File: src/rtl/eval_pkg.sv
// Shared types and width helpers for the evaluation sequencer.
package eval_pkg;

  typedef enum logic [2:0] {
    IDLE,
    FP_LAUNCH,
    FP_WAIT,
    READ,
    DRAIN,
    DONE
  } state_t;

  // Pipeline depth behind the last read strobe (RAM latency + S1 + S2 feeding S3).
  localparam int DRAIN_CYCLES = 3;
  localparam int DRAIN_W      = 2;

  // Width of the sign-extended difference of two DATA_W words.
  function automatic int diff_w(input int data_w);
    return data_w + 1;
  endfunction

  // Width of the squared difference; one spare bit keeps the signed product non-negative.
  function automatic int sq_w(input int data_w);
    return 2 * data_w + 2;
  endfunction

endpackage

File: src/rtl/sq_err_pipe.sv
// Two-stage squared-error pipe: S1 difference, S2 square, with valid alongside.
module sq_err_pipe
  import eval_pkg::*;
#(
  parameter  int DATA_W = 16,
  localparam int SQ_W   = sq_w(DATA_W)
) (
  input  logic              clk,
  input  logic              rst_n,
  input  logic              vld_p0,
  input  logic [DATA_W-1:0] actual,
  input  logic [DATA_W-1:0] pred,
  output logic              vld_p2,
  output logic [SQ_W-1:0]   sq_p2
);

  localparam int DIFF_W = diff_w(DATA_W);

  logic signed [DIFF_W-1:0] act_ext;
  logic signed [DIFF_W-1:0] pred_ext;
  logic signed [DIFF_W-1:0] diff_p1;
  logic signed [SQ_W-1:0]   diff_wide;
  logic signed [SQ_W-1:0]   prod;
  logic                     vld_p1;

  assign act_ext  = {actual[DATA_W-1], actual};
  assign pred_ext = {pred[DATA_W-1], pred};

  // ---- S1: difference (one extra bit, cannot overflow)
  // Capture the difference only for real samples.
  always_ff @(posedge clk) begin
    if (vld_p0) diff_p1 <= act_ext - pred_ext;
  end

  assign diff_wide = {{(SQ_W - DIFF_W){diff_p1[DIFF_W-1]}}, diff_p1};
  assign prod      = diff_wide * diff_wide;

  // ---- S2: square, always non-negative so stored unsigned
  // Capture the square only behind a valid difference.
  always_ff @(posedge clk) begin
    if (vld_p1) sq_p2 <= prod;
  end

  // Valid bits follow the data through both stages.
  always_ff @(posedge clk or negedge rst_n) begin
    if (!rst_n) begin
      vld_p1 <= 1'b0;
      vld_p2 <= 1'b0;
    end else begin
      vld_p1 <= vld_p0;
      vld_p2 <= vld_p1;
    end
  end

endmodule

File: src/rtl/eval_ctrl.sv
// Evaluation-pass sequencer: launches forward propagation, walks the
// result/label RAM and accumulates a saturating sum of squared errors.
module eval_ctrl
  import eval_pkg::*;
#(
  parameter int ROWS   = 100,
  parameter int ADDR_W = 7,
  parameter int DATA_W = 16,
  parameter int ACC_W  = 40
) (
  input  logic              clk,
  input  logic              rst_n,
  input  logic              start,
  output logic              fp_start,
  input  logic              fp_done,
  output logic              rd_en,
  output logic [ADDR_W-1:0] rd_addr,
  input  logic [DATA_W-1:0] actual,
  input  logic [DATA_W-1:0] pred,
  output logic              busy,
  output logic              done,
  output logic [ACC_W-1:0]  sse,
  output logic              overflow
);

  localparam int SQ_W = sq_w(DATA_W);

  state_t             state;
  logic [DRAIN_W-1:0] drain_cnt;
  logic               start_acc;
  logic               vld_p0;
  logic               vld_p2;
  logic [SQ_W-1:0]    sq_p2;
  logic [ACC_W:0]     acc_next;

  // Saturating add; the top bit of the result flags that the clamp engaged.
  function automatic logic [ACC_W:0] sat_add(input logic [ACC_W-1:0] acc,
                                             input logic [SQ_W-1:0]  sq);
    logic [ACC_W:0] sum;
    sum = {1'b0, acc} + {1'b0, ACC_W'(sq)};
    if (sum[ACC_W]) return {1'b1, {ACC_W{1'b1}}};
    return sum;
  endfunction

  // A start is only honoured while idle or holding a result.
  assign start_acc = start && ((state == IDLE) || (state == DONE));

  // Sequencer with registered strobes, address counter and drain counter.
  always_ff @(posedge clk or negedge rst_n) begin
    if (!rst_n) begin
      state     <= IDLE;
      fp_start  <= 1'b0;
      rd_en     <= 1'b0;
      rd_addr   <= '0;
      busy      <= 1'b0;
      done      <= 1'b0;
      drain_cnt <= '0;
    end else begin
      case (state)
        IDLE, DONE: begin
          if (start_acc) begin
            state    <= FP_LAUNCH;
            fp_start <= 1'b1;
            busy     <= 1'b1;
            done     <= 1'b0;
            rd_addr  <= '0;
          end
        end
        FP_LAUNCH: begin
          fp_start <= 1'b0;
          state    <= FP_WAIT;
        end
        FP_WAIT: begin
          if (fp_done) begin
            state   <= READ;
            rd_en   <= 1'b1;
            rd_addr <= '0;
          end
        end
        READ: begin
          if (rd_addr == ADDR_W'(ROWS - 1)) begin
            rd_en     <= 1'b0;
            drain_cnt <= '0;
            state     <= DRAIN;
          end else begin
            rd_addr <= rd_addr + ADDR_W'(1);
          end
        end
        DRAIN: begin
          if (drain_cnt == DRAIN_W'(DRAIN_CYCLES - 1)) begin
            state <= DONE;
            busy  <= 1'b0;
            done  <= 1'b1;
          end else begin
            drain_cnt <= drain_cnt + DRAIN_W'(1);
          end
        end
        default: begin
          state    <= IDLE;
          fp_start <= 1'b0;
          rd_en    <= 1'b0;
          busy     <= 1'b0;
          done     <= 1'b0;
        end
      endcase
    end
  end

  // ---- P0: RAM word arrives one cycle after the read strobe
  // Read-data valid is the strobe delayed by the RAM latency.
  always_ff @(posedge clk or negedge rst_n) begin
    if (!rst_n) vld_p0 <= 1'b0;
    else        vld_p0 <= rd_en;
  end

  sq_err_pipe #(
    .DATA_W (DATA_W)
  ) u_sq_err_pipe (
    .clk    (clk),
    .rst_n  (rst_n),
    .vld_p0 (vld_p0),
    .actual (actual),
    .pred   (pred),
    .vld_p2 (vld_p2),
    .sq_p2  (sq_p2)
  );

  // ---- S3: saturating accumulate
  assign acc_next = sat_add(sse, sq_p2);

  // Accumulator and sticky overflow; cleared by an accepted start.
  always_ff @(posedge clk or negedge rst_n) begin
    if (!rst_n) begin
      sse      <= '0;
      overflow <= 1'b0;
    end else if (start_acc) begin
      sse      <= '0;
      overflow <= 1'b0;
    end else if (vld_p2) begin
      sse <= acc_next[ACC_W-1:0];
      if (acc_next[ACC_W]) overflow <= 1'b1;
    end
  end

endmodule

File: config.mk
export PLATFORM = sky130hd
export DESIGN_NAME = eval_ctrl
export DESIGN_NICKNAME = d
export VERILOG_FILES = /design/src/rtl/eval_pkg.sv /design/src/rtl/sq_err_pipe.sv /design/src/rtl/eval_ctrl.sv
export SDC_FILE = /design/constraint.sdc
export NUM_CORES = 1
export LEC_CHECK = 0
export BUFFER_PORTS_ARGS = -buffer_cell sky130_fd_sc_hd__buf_4
export CORE_MARGIN = 2
export CORE_UTILIZATION = 69
export DETAILED_ROUTE_END_ITERATION = 12
export PLACE_DENSITY_LB_ADDON = 0.15
export RECOVER_POWER = 50
export SYNTH_ARGS = -nofsm -noshare
export SYNTH_HDL_FRONTEND = slang
export SYNTH_SLANG_ARGS = --single-unit
File: constraint.sdc
create_clock -name clk -period 16.4 [get_ports clk]
set_input_delay 3.28 -clock clk [delete_from_list [all_inputs] [get_ports clk]]
set_output_delay 3.28 -clock clk [all_outputs]
set_load 0.02 [all_outputs]
==> reports/metrics.cfg <==
[timing]
hold_viol=0
setup_tns_ps=0
grt_setup_unrepaired=no
setup_viol=0
period_share=0.4323
skew_ps=20.13
max_clock_freq_mhz=141.1
finalMaxSlewViolations=100
worst_slew_pin_slew_ps=3187
relSlewSlack=-1.125
period_minus_slack_ps=7089

[yosys]
synth_nets=2186
ys_warn_count=0
synth_top_family_by_area=adder cells
synthArstFlopShare=0.5455
synth_area_um2=16620
synth-simple-area-share=0.1130
yosysUniqueCellTypes=78
synth_top_area_frac=0.3240
ys_seq_area_frac=0.1806
syn_area_per_cell_um2=9.554
synth_fa_ha_area_frac=0.4301
synth_compound_area_frac=0.1165
synthMuxAreaShare=0.01445
synth.area.top_cells=fa_1 32%, ha_1 11%, dfrtp_1 9.0%
synth_flop_cell=dfrtp_1
synth_edf_count=50
synth-seq-cells=110
synth_top_cell_by_area=fa_1
synth_xor_area_frac=0.04531
syn_inst=1740

[cells_and_area]
final_cell_mix=397 x inv_1, 269 x fa_1, 141 x ha_1
n_antenna_cell=0
area_growth_pct=7.150
final_common_cell=inv_1
nets=2245
drive_gt1_frac=0.07040
fin_util=0.7566

[die]
dieArea_um2=25350
start_util=0.7061
core_um2=23540
die_h_um=159.2
rows=56
die_x_um=159.2
ios=88

[clock_tree]
cts_setup_buffers=0
cts.path.max_buffers=2
clk_pin_slew_ps=100
cts_root_buf=clkbuf_16
numCtsBuffers=9
cts_tree=built
clk_latency_ps=380
hold_buffers=0
postCtsResizedCells=0
cts_max_level=3
numClockSinks=110

[critical_path]
worst-path-max-fanout=21
cp_slowest_stage_delay_ps=900
cp-end-kind=register
reg2reg_setup_slack_ps=9310
cp_common_cell=fa_1
cp_top_family=adder cells
worst_setup_path_start_kind=register
crit_start=u_sq_err_pipe.diff_p1[5]
critPathRequiredTime_ps=16500
crit_slowest_cell=edfxtp_1
worst-path-buf-inv=3
critical_path_class=register to register
cp_data_arrival_time_ps=7190
regToRegStartpoint=u_sq_err_pipe.diff_p1[5]
path_cells=nand2_1 > fa_1 > inv_1 > fa_1 > fa_1 > fa_1 > fa_1 > inv_1 > fa_1 > inv_1 > ha_1 > a21o_1 > a21oi_1 > nand3b_1 > o211a_1 > o41ai_2 > o21ai_0 > a21oi_1 > xnor2_1

[place]
gp_congestion=0.9565
port-buffer-count=87
post-dp-hpwl_um=29290

[global_route]
grt_pass1_wl_um=61350
grt_max_degree=61
track_usage=0.3008
antenna_found_initial=0
first_global_vias=12980
grt_overflow_total=0

[hold_path]
hp-start=rd_en
min_path_type=register to register

[drt]
vias_per_cell=5.734
vias=12170
detail-route-antenna-nets=0
firstDrtPassIters=6
first_iter_violations=716
drcViolationCount=0
wl_um=36060
post_drt_wl_per_cell_um=16.98

[outcome]
status=finished, violations left
violations=capacitance limit, slew limit

[flow_run]
cap_violations=2

final timing paths:
path                                            to  depth (start not counted)
max in group asynchronous                  sse[29]                          1
min                                         vld_p0                          0
min in group asynchronous                    rd_en                          1
max                        u_sq_err_pipe.sq_p2[33]                         19
max reg2reg                u_sq_err_pipe.sq_p2[33]                         19
min reg2reg                                 vld_p0                          0
logic make-up after synthesis:
logic type      after synthesis
mux                          24
compound gates              284
simple gates                385
buf+inv                     441
flops                       110
fa+ha+maj                   410
xor+xnor                     86
per-layer routing:
layer  track usage  vias to the layer above  part of all wire
li1              -                     5671                 -
met1        0.3929                     5978              0.42
met2        0.5126                      442              0.49
met3       0.05236                       83             0.068
met4        0.1045                        0             0.032
met5             0                        -                 0
sequential cells by signal (all words and copies together) (netlist names):
register	count
sse	40
u_sq_err_pipe.sq_p2	33
rd_en	1
fp_start	1
busy	1
drain_cnt	2
u_sq_err_pipe.vld_p2	1
done	1
rd_addr	7
state	3
vld_p0	1
overflow	1
u_sq_err_pipe.diff_p1	17
u_sq_err_pipe.vld_p1	1
stage by stage:
step	std cells	cell area, um2	worst slack, ps	hold slack, ps
after floorplan	1740	16620	10040	493.7
after global placement	2107	17540	9623	439.5
after detailed placement	2107	17540	9430	437.3
after CTS	2123	17850	9360	471.8
after global routing	2123	17810	8940	490.8
final	2123	17810	9311	477.6
Yosys cell counts, types with 24 or more instances:
master,number
inv_1,397
fa_1,269
ha_1,141
nand2_1,134
o21ai_0,76
nor2_1,73
xnor2_1,66
a21oi_1,62
dfrtp_1,60
and2_1,57
edfxtp_1,50
clkbuf_1,37
mux2i_1,24
area by class of cell:
class | instances | area [um2]
clock buffer | 9 | 225.2
fill | 1694 | 5731
tap | 319 | 399.1
clock inverter | 7 | 91.34
multi-input combinational | 1189 | 11960
inverter | 398 | 1494
timing repair buffer | 91 | 641.9
sequential | 110 | 3003
Power is left out: the tool's default activity adds up to more than one toggle a clock period on the data nets, which glitch-free logic cannot reach.
